## src/rtl/hovalaag_ctrl_pkg.sv

```systemverilog
// ----------------------------------------------------------------------------
// hovalaag_ctrl_pkg
// Shared types and constants for the Hovalaag run controller:
//   - DATA_W     : width of the core's IN/OUT data words
//   - run_state_t: controller states (IDLE, RESET, RUN, DONE)
//   - status_t   : end-of-run status codes reported on the status port
//   - sat_inc8   : saturating 8-bit increment used for the output counter
// ----------------------------------------------------------------------------
package hovalaag_ctrl_pkg;

    localparam int DATA_W = 12;

    typedef enum logic [1:0] {
        S_IDLE  = 2'd0,
        S_RESET = 2'd1,
        S_RUN   = 2'd2,
        S_DONE  = 2'd3
    } run_state_t;

    typedef enum logic [1:0] {
        ST_OK        = 2'b00,
        ST_TIMEOUT   = 2'b01,
        ST_UNDERFLOW = 2'b10,
        ST_ABORT     = 2'b11
    } status_t;

    function automatic logic [7:0] sat_inc8(input logic [7:0] v);
        return (v == 8'hFF) ? v : v + 8'd1;
    endfunction

endpackage

```

## src/rtl/hovalaag_in_fifo.sv

```systemverilog
// ----------------------------------------------------------------------------
// hovalaag_in_fifo
// Small input-vector FIFO feeding one core input port.
//   clk, rst     : clock, synchronous active-high reset (flushes pointers)
//   wr_en/wr_data: push; dropped when full, even if a pop happens together
//   pop          : consume head; ignored when empty
//   head         : current head word straight from storage, 0 when empty
//   empty/full   : occupancy flags (full means count == DEPTH)
// ----------------------------------------------------------------------------
module hovalaag_in_fifo
    import hovalaag_ctrl_pkg::*;
#(
    parameter int DEPTH = 8
) (
    input  logic              clk,
    input  logic              rst,
    input  logic              wr_en,
    input  logic [DATA_W-1:0] wr_data,
    input  logic              pop,
    output logic [DATA_W-1:0] head,
    output logic              empty,
    output logic              full
);

    localparam int AW = (DEPTH > 1) ? $clog2(DEPTH) : 1;
    localparam int CW = $clog2(DEPTH + 1);

    logic [DATA_W-1:0] mem_q [DEPTH];

    logic [AW-1:0] wr_ptr_q, wr_ptr_d;
    logic [AW-1:0] rd_ptr_q, rd_ptr_d;
    logic [CW-1:0] count_q, count_d;
    logic          wr_ok;
    logic          pop_ok;

    assign full   = (count_q == CW'(DEPTH));
    assign empty  = (count_q == '0);
    // Fullness is judged before this cycle's pop, so a write at full is lost.
    assign wr_ok  = wr_en & ~full;
    assign pop_ok = pop & ~empty;

    // Head is read combinationally so the core sees it in the same cycle.
    assign head = empty ? '0 : mem_q[rd_ptr_q];

    always_comb begin
        wr_ptr_d = wr_ptr_q;
        rd_ptr_d = rd_ptr_q;
        count_d  = count_q;
        if (wr_ok) begin
            wr_ptr_d = wr_ptr_q + AW'(1);
        end
        if (pop_ok) begin
            rd_ptr_d = rd_ptr_q + AW'(1);
        end
        case ({wr_ok, pop_ok})
            2'b10:   count_d = count_q + CW'(1);
            2'b01:   count_d = count_q - CW'(1);
            default: count_d = count_q;
        endcase
    end

    always_ff @(posedge clk) begin
        if (rst) begin
            wr_ptr_q <= '0;
            rd_ptr_q <= '0;
            count_q  <= '0;
        end else begin
            wr_ptr_q <= wr_ptr_d;
            rd_ptr_q <= rd_ptr_d;
            count_q  <= count_d;
        end
    end

    // Storage needs no reset: stale words are hidden by the empty flag.
    always_ff @(posedge clk) begin
        if (wr_ok) begin
            mem_q[wr_ptr_q] <= wr_data;
        end
    end

endmodule

```

## src/rtl/hovalaag_run_ctrl.sv

```systemverilog
// ----------------------------------------------------------------------------
// hovalaag_run_ctrl
// Run controller and I/O harness for the Hovalaag CPU core.
//   clk, rst            : clock, synchronous active-high reset
//   start, abort        : begin a run (from IDLE/DONE) / terminate a run
//   out_target          : outputs expected for success (0 = no target)
//   cycle_limit         : maximum number of RUN cycles
//   inN_wr_*, inN_full  : input-vector FIFO write side for IN1/IN2
//   cpu_rst             : core reset, low only while in RUN
//   cpu_INN, cpu_INN_adv: FIFO heads to the core / core consumed a word
//   cpu_OUT*            : core output word, strobe and channel select
//   out_data/sel/valid  : accepted outputs, one cycle after acceptance
//   busy, done, status  : run progress and end reason
//   cycles, out_count   : RUN cycles and accepted outputs of current/last run
// ----------------------------------------------------------------------------
module hovalaag_run_ctrl
    import hovalaag_ctrl_pkg::*;
#(
    parameter int DEPTH = 8,
    parameter int CYC_W = 16
) (
    input  logic              clk,
    input  logic              rst,
    input  logic              start,
    input  logic              abort,
    input  logic [7:0]        out_target,
    input  logic [CYC_W-1:0]  cycle_limit,
    input  logic [DATA_W-1:0] in1_wr_data,
    input  logic              in1_wr_en,
    output logic              in1_full,
    input  logic [DATA_W-1:0] in2_wr_data,
    input  logic              in2_wr_en,
    output logic              in2_full,
    output logic              cpu_rst,
    output logic [DATA_W-1:0] cpu_IN1,
    output logic [DATA_W-1:0] cpu_IN2,
    input  logic              cpu_IN1_adv,
    input  logic              cpu_IN2_adv,
    input  logic [DATA_W-1:0] cpu_OUT,
    input  logic              cpu_OUT_valid,
    input  logic              cpu_OUT_select,
    output logic [DATA_W-1:0] out_data,
    output logic              out_sel,
    output logic              out_valid,
    output logic              busy,
    output logic              done,
    output logic [1:0]        status,
    output logic [CYC_W-1:0]  cycles,
    output logic [7:0]        out_count
);

    // ------------------------------------------------------------------
    // Input FIFOs (index 0 = IN1, index 1 = IN2)
    // ------------------------------------------------------------------
    logic              fifo_wr_en   [2];
    logic [DATA_W-1:0] fifo_wr_data [2];
    logic              fifo_adv     [2];
    logic              fifo_pop     [2];
    logic [DATA_W-1:0] fifo_head    [2];
    logic              fifo_empty   [2];
    logic              fifo_full    [2];
    logic              in_run;

    run_state_t        state_q, state_d;
    status_t           status_q, status_d;
    logic [CYC_W-1:0]  cycles_q, cycles_d;
    logic [7:0]        out_count_q, out_count_d;
    logic              out_valid_q, out_valid_d;
    logic [DATA_W-1:0] out_data_q, out_data_d;
    logic              out_sel_q, out_sel_d;
    logic              cpu_rst_q, cpu_rst_d;
    logic              busy_q, busy_d;
    logic              done_q, done_d;

    assign in_run = (state_q == S_RUN);

    assign fifo_wr_en[0]   = in1_wr_en;
    assign fifo_wr_en[1]   = in2_wr_en;
    assign fifo_wr_data[0] = in1_wr_data;
    assign fifo_wr_data[1] = in2_wr_data;
    assign fifo_adv[0]     = cpu_IN1_adv;
    assign fifo_adv[1]     = cpu_IN2_adv;

    for (genvar gi = 0; gi < 2; gi++) begin : g_fifo
        // The core may only drain inputs while it is actually running.
        assign fifo_pop[gi] = in_run & fifo_adv[gi];

        hovalaag_in_fifo #(
            .DEPTH (DEPTH)
        ) u_fifo (
            .clk     (clk),
            .rst     (rst),
            .wr_en   (fifo_wr_en[gi]),
            .wr_data (fifo_wr_data[gi]),
            .pop     (fifo_pop[gi]),
            .head    (fifo_head[gi]),
            .empty   (fifo_empty[gi]),
            .full    (fifo_full[gi])
        );
    end

    assign cpu_IN1  = fifo_head[0];
    assign cpu_IN2  = fifo_head[1];
    assign in1_full = fifo_full[0];
    assign in2_full = fifo_full[1];

    // ------------------------------------------------------------------
    // Run control
    // ------------------------------------------------------------------
    logic             first_cycle;
    logic             accept;
    logic [8:0]       count_inc;
    logic             hit_target;
    logic             underflow;
    logic [CYC_W-1:0] cyc_inc;
    logic             timeout;

    always_comb begin
        // cycles is cleared in RESET, so zero in RUN marks the first cycle,
        // where cpu_OUT_valid still holds a value registered during reset.
        first_cycle = (cycles_q == '0);
        accept      = in_run & ~first_cycle & cpu_OUT_valid;
        count_inc   = {1'b0, out_count_q} + 9'd1;
        hit_target  = accept && (out_target != 8'd0) && (count_inc == {1'b0, out_target});
        underflow   = (cpu_IN1_adv & fifo_empty[0]) | (cpu_IN2_adv & fifo_empty[1]);
        cyc_inc     = cycles_q + CYC_W'(1);
        // A zero limit behaves as a limit of one cycle.
        timeout     = (cycle_limit == '0) || (cyc_inc == cycle_limit);

        state_d     = state_q;
        status_d    = status_q;
        cycles_d    = cycles_q;
        out_count_d = out_count_q;
        out_valid_d = accept;
        out_data_d  = out_data_q;
        out_sel_d   = out_sel_q;

        // Acceptance is independent of ending: an output on the final
        // cycle is still counted and forwarded.
        if (accept) begin
            out_data_d  = cpu_OUT;
            out_sel_d   = cpu_OUT_select;
            out_count_d = sat_inc8(out_count_q);
        end

        case (state_q)
            S_IDLE: begin
                if (start) begin
                    state_d = S_RESET;
                end
            end
            S_RESET: begin
                cycles_d    = '0;
                out_count_d = '0;
                status_d    = ST_OK;
                if (abort) begin
                    state_d  = S_DONE;
                    status_d = ST_ABORT;
                end else begin
                    state_d = S_RUN;
                end
            end
            S_RUN: begin
                cycles_d = cyc_inc;
                if (abort) begin
                    state_d  = S_DONE;
                    status_d = ST_ABORT;
                end else if (hit_target) begin
                    state_d  = S_DONE;
                    status_d = ST_OK;
                end else if (underflow) begin
                    state_d  = S_DONE;
                    status_d = ST_UNDERFLOW;
                end else if (timeout) begin
                    state_d  = S_DONE;
                    status_d = ST_TIMEOUT;
                end
            end
            S_DONE: begin
                if (start) begin
                    state_d = S_RESET;
                end
            end
            default: state_d = S_IDLE;
        endcase

        // Decoded flags are registered from the next state so they line up
        // with the state register itself.
        cpu_rst_d = (state_d != S_RUN);
        busy_d    = (state_d == S_RESET) || (state_d == S_RUN);
        done_d    = (state_d == S_DONE);
    end

    always_ff @(posedge clk) begin
        if (rst) begin
            state_q     <= S_IDLE;
            status_q    <= ST_OK;
            cycles_q    <= '0;
            out_count_q <= '0;
            out_valid_q <= 1'b0;
            out_data_q  <= '0;
            out_sel_q   <= 1'b0;
            cpu_rst_q   <= 1'b1;
            busy_q      <= 1'b0;
            done_q      <= 1'b0;
        end else begin
            state_q     <= state_d;
            status_q    <= status_d;
            cycles_q    <= cycles_d;
            out_count_q <= out_count_d;
            out_valid_q <= out_valid_d;
            out_data_q  <= out_data_d;
            out_sel_q   <= out_sel_d;
            cpu_rst_q   <= cpu_rst_d;
            busy_q      <= busy_d;
            done_q      <= done_d;
        end
    end

    assign cpu_rst   = cpu_rst_q;
    assign busy      = busy_q;
    assign done      = done_q;
    assign status    = status_q;
    assign cycles    = cycles_q;
    assign out_count = out_count_q;
    assign out_valid = out_valid_q;
    assign out_data  = out_data_q;
    assign out_sel   = out_sel_q;

endmodule

```

## config.mk

```make
export PLATFORM = sky130hd
export DESIGN_NAME = hovalaag_run_ctrl
export DESIGN_NICKNAME = d
export VERILOG_FILES = /design/src/rtl/hovalaag_ctrl_pkg.sv /design/src/rtl/hovalaag_in_fifo.sv /design/src/rtl/hovalaag_run_ctrl.sv
export SDC_FILE = /design/constraint.sdc
export NUM_CORES = 1
export LEC_CHECK = 0
export ABC_CLOCK_PERIOD_IN_PS = 3000
export CELL_PAD_IN_SITES_DETAIL_PLACEMENT = 1
export CELL_PAD_IN_SITES_GLOBAL_PLACEMENT = 1
export CORE_ASPECT_RATIO = 0.6
export CORE_MARGIN = 2
export CORE_UTILIZATION = 48
export CTS_BUF_LIST = sky130_fd_sc_hd__clkbuf_4 sky130_fd_sc_hd__clkbuf_8
export DETAILED_ROUTE_END_ITERATION = 16
export PLACE_DENSITY_LB_ADDON = 0.1
export SETUP_SLACK_MARGIN = 0.4
export SYNTH_ARGS = -nofsm -noshare
export SYNTH_HDL_FRONTEND = slang
export SYNTH_HIERARCHICAL = 1
export SYNTH_SLANG_ARGS = --single-unit
```

## constraint.sdc

```tcl
create_clock -name clk -period 3 [get_ports clk]
set_input_delay 0.6 -clock clk [delete_from_list [all_inputs] [get_ports clk]]
set_output_delay 0.6 -clock clk [all_outputs]
set_load 0.03 [all_outputs]
```

==> metrics.txt <==
largest net degree at the start of global routing 40; WP data required 2.40 ns; I/O pin cnt between 100 and 150; Synth Instances a little over 800; ys async rst share 0%; core area 24,000 um^2; post-synthesis mux area share roughly 14%; cell internal pwr ~6.4 mW; number of synthesized flops with an enable pin about 190; syn avg cell area 14.44 um^2; Reg power frac around 47%; fillers ~2,300; grt total ovfl 0; Antenna Nets Post-Route 0; Setup-failing EPs final 0; die width about 200 um; Final Wtd Congestion 0.8507; power per cell area 610.5 nW/um^2; share of cells above drive strength 1 between 20% and 30%; Final Hold Fails 0; fin crit share between 90% and 100%; Placed Cells ~1,300; Clock Sinks 263; max-cap violation count 0; Worst VDD drop ~0.44 mV; Clock Tree Root clkbuf_8; Static Leak around 5 nW; clock share of power 33.8%; final-stage net count about 1,100; Comb power frac between 15 and 20%; synth warn 6; Min-Delay Path Class reg -> reg; Pins Over Slew Limit 0; Diodes inserted 0; TNS Setup 0 ns; Peak Freq 0.3665 GHz; leading area contributor after synthesis edfxtp_1; first-pass GRT wire length 45.43 mm; Synth Area in Adders under 10%; RSZ-0062 raised after global routing true; Remaining DRCs 0; Critical Path AT approximately 2.1 ns; Slew headroom between 40 and 50%; deepest clock path buffer count 3; count leader, synth edfxtp_1; Post-synth top cells edfxtp_1 (192), nor2_1 (95), dfxtp_1 (71); Mapped Area between 10,000 and 15,000 um^2; Worst Skew 0.01392 ns; Detailed Route WL around 29 mm; initial core utilization 48.43%; CP Max Fanout 6; Yosys cell types 78; Via density roughly 5.6; largest family of logic cells by synthesized area multiplexers; final std cells w/o fill 1,338; Critical Path End Type output port; antenna violations before repair 0; Seq/Total Area, Yosys 61.83%; TritonCTS clock tree done; Die H 124.5 um; min Tclk post-route between 2 and 3 ns; Net Sw Frac around 28%; CP Class reg -> out; CP Launch Type flip-flop; Core Rows 44; deepest level of the CTS H-tree 2; GRT Total Usage between 20% and 30%; worst-margin pin slew 0.8407 ns; outcome complete, no violations; Post-Synth XOR/XNOR Area between 3 and 4%; multi-input logic area around 4200 um^2; Synth Area in Compound Gates 4.909%; register area between 7000 and 8000 um^2; syn nets 890; Reg clk slew, reported paths ~0.06 ns; DIE AREA between 20,000 and 30,000 um^2; FF+latch count, synth ~260; Psw 2.466 mW; wire length per cell around 22 um; Pre-antenna DRT Iters 5; clk_lat worst skew 0.55 ns; main area contributors after synthesis edfxtp_1 (50%), dfxtp_1 (12%), mux4_2 (9.3%); DPL Wire Length around 19 mm; Port Buf Inserts ~140; via count about 7,400; DRC marker count from the first detailed-route iteration around 520; Syn-to-layout area delta 24.53%; Synth Flop Type edfxtp_1; Post-Synth Simple-Gate Area between 10% and 20%; top-area cell type share of the netlist area roughly half; vias in the first global route 7,971; TritonCTS Buffers 40
worst max-delay path, cell delays in order, from the launching register on:
cell and delay [ns]:
dfxtp_4 0.44, buf_12 0.13, buf_16 0.13, mux4_2 0.48
mux2i_1 0.15, nor2_1 0.08, buf_4 0.17
cell usage in the layout, fill, tap and decap left out, drive strengths merged, types with 14 or more instances in the layout:
cell type	n
clkdlybuf4s50	111
mux2i	44
dfxtp	71
clkinv	14
xor2	28
buf	71
a21oi	31
nor4	14
nand2	33
xnor2	18
nor3	25
mux4	48
nor2	95
edfxtp	192
clkbuf	58
ha	15
nand3	15
power groups by stage:
stage | clock network, mW | logic (mW) | registers (mW)
CTS | 3.06 | 1.66 | 4.14
detailed placement | 0 | 1.66 | 4.21
finish | 2.99 | 1.71 | 4.14
floorplan | 0 | 0.995 | 4.23
global route | 3.23 | 1.84 | 4.16
global placement | 0 | 1.61 | 4.19
layout make-up:
class	count	share of cell area, %
Clock inverter	16	0.7607
Timing Repair Buffer	185	12.65
Multi-Input combinational cell	485	28.90
Tap cell	322	2.783
Inverter	11	0.2852
Clock buffer	56	4.763
Sequential cell	263	49.86
worst paths after layout:
kind                               startpoint                          end  slack, ns  depth (start not counted)
hold reg to reg                  out_data[11]                 out_data[11]       0.50                          2
setup / recovery                    flip-flop                   cpu_IN2[1]       0.27                          6
hold / removal                   out_data[11]                 out_data[11]       0.50                          2
setup reg to reg  g_fifo[0].u_fifo/count_q[1]  g_fifo[0].u_fifo/count_q[3]       0.44                          7
routing by layer:
metal  track usage (%)  vias up  wire length (um)
li1                  -     3424                 -
met1             33.69     3800             13760
met2             36.27      178             13440
met3             4.160       34              1441
met4             4.867        0               335
met5                 0        -                 0
kinds of logic (layout without fill, tap and decap cells):
logic type | after synthesis | in the layout
buffers and inverters | 57 | 268
and+or+nand+nor | 247 | 247
adders and majority gates | 15 | 15
muxes | 96 | 96
DFF | 263 | 263
AOI/OAI and AO/OA | 81 | 81
xor gates and xnor gates | 46 | 46
metrics by stage:
stage	area, um^2	hold slack [ns]	util [%]	setup slack, ns	power, mW
6_report	14480	0.5007	60.31	0.2712	8.837
5_1_grt	14480	0.5335	60.31	0.1833	9.226
4_1_cts	14280	0.5046	59.48	0.2446	8.860
3_5_place_dp	13390	0.4879	55.79	-0.05264	5.869
3_3_place_gp	13390	0.4755	55.79	0.1358	5.800
2_1_floorplan	11630	0.4847	-	0.3588	5.224
repair_timing:
item / 4_1_cts / 5_1_grt
hold buffers: 0 / 0
cloned: 4 / 2
setup endpoints to repair: 35 / 34
gates resized for setup: 108 / 49
pin swaps: 2 / 5
buffers inserted: 3 / 4
sequential cells by signal (all words and copies together), names as in the netlist, 2 cells and up, named ones only:
name                    cells
g_fifo.u_fifo/rd_ptr_q      6
state_q                     2
g_fifo.u_fifo/count_q       8
cycles                     16
status                      2
out_data                   12
out_count                   8
g_fifo.u_fifo/wr_ptr_q      6
g_fifo.u_fifo/mem_q       192
(Power assumes the default switching activity.)
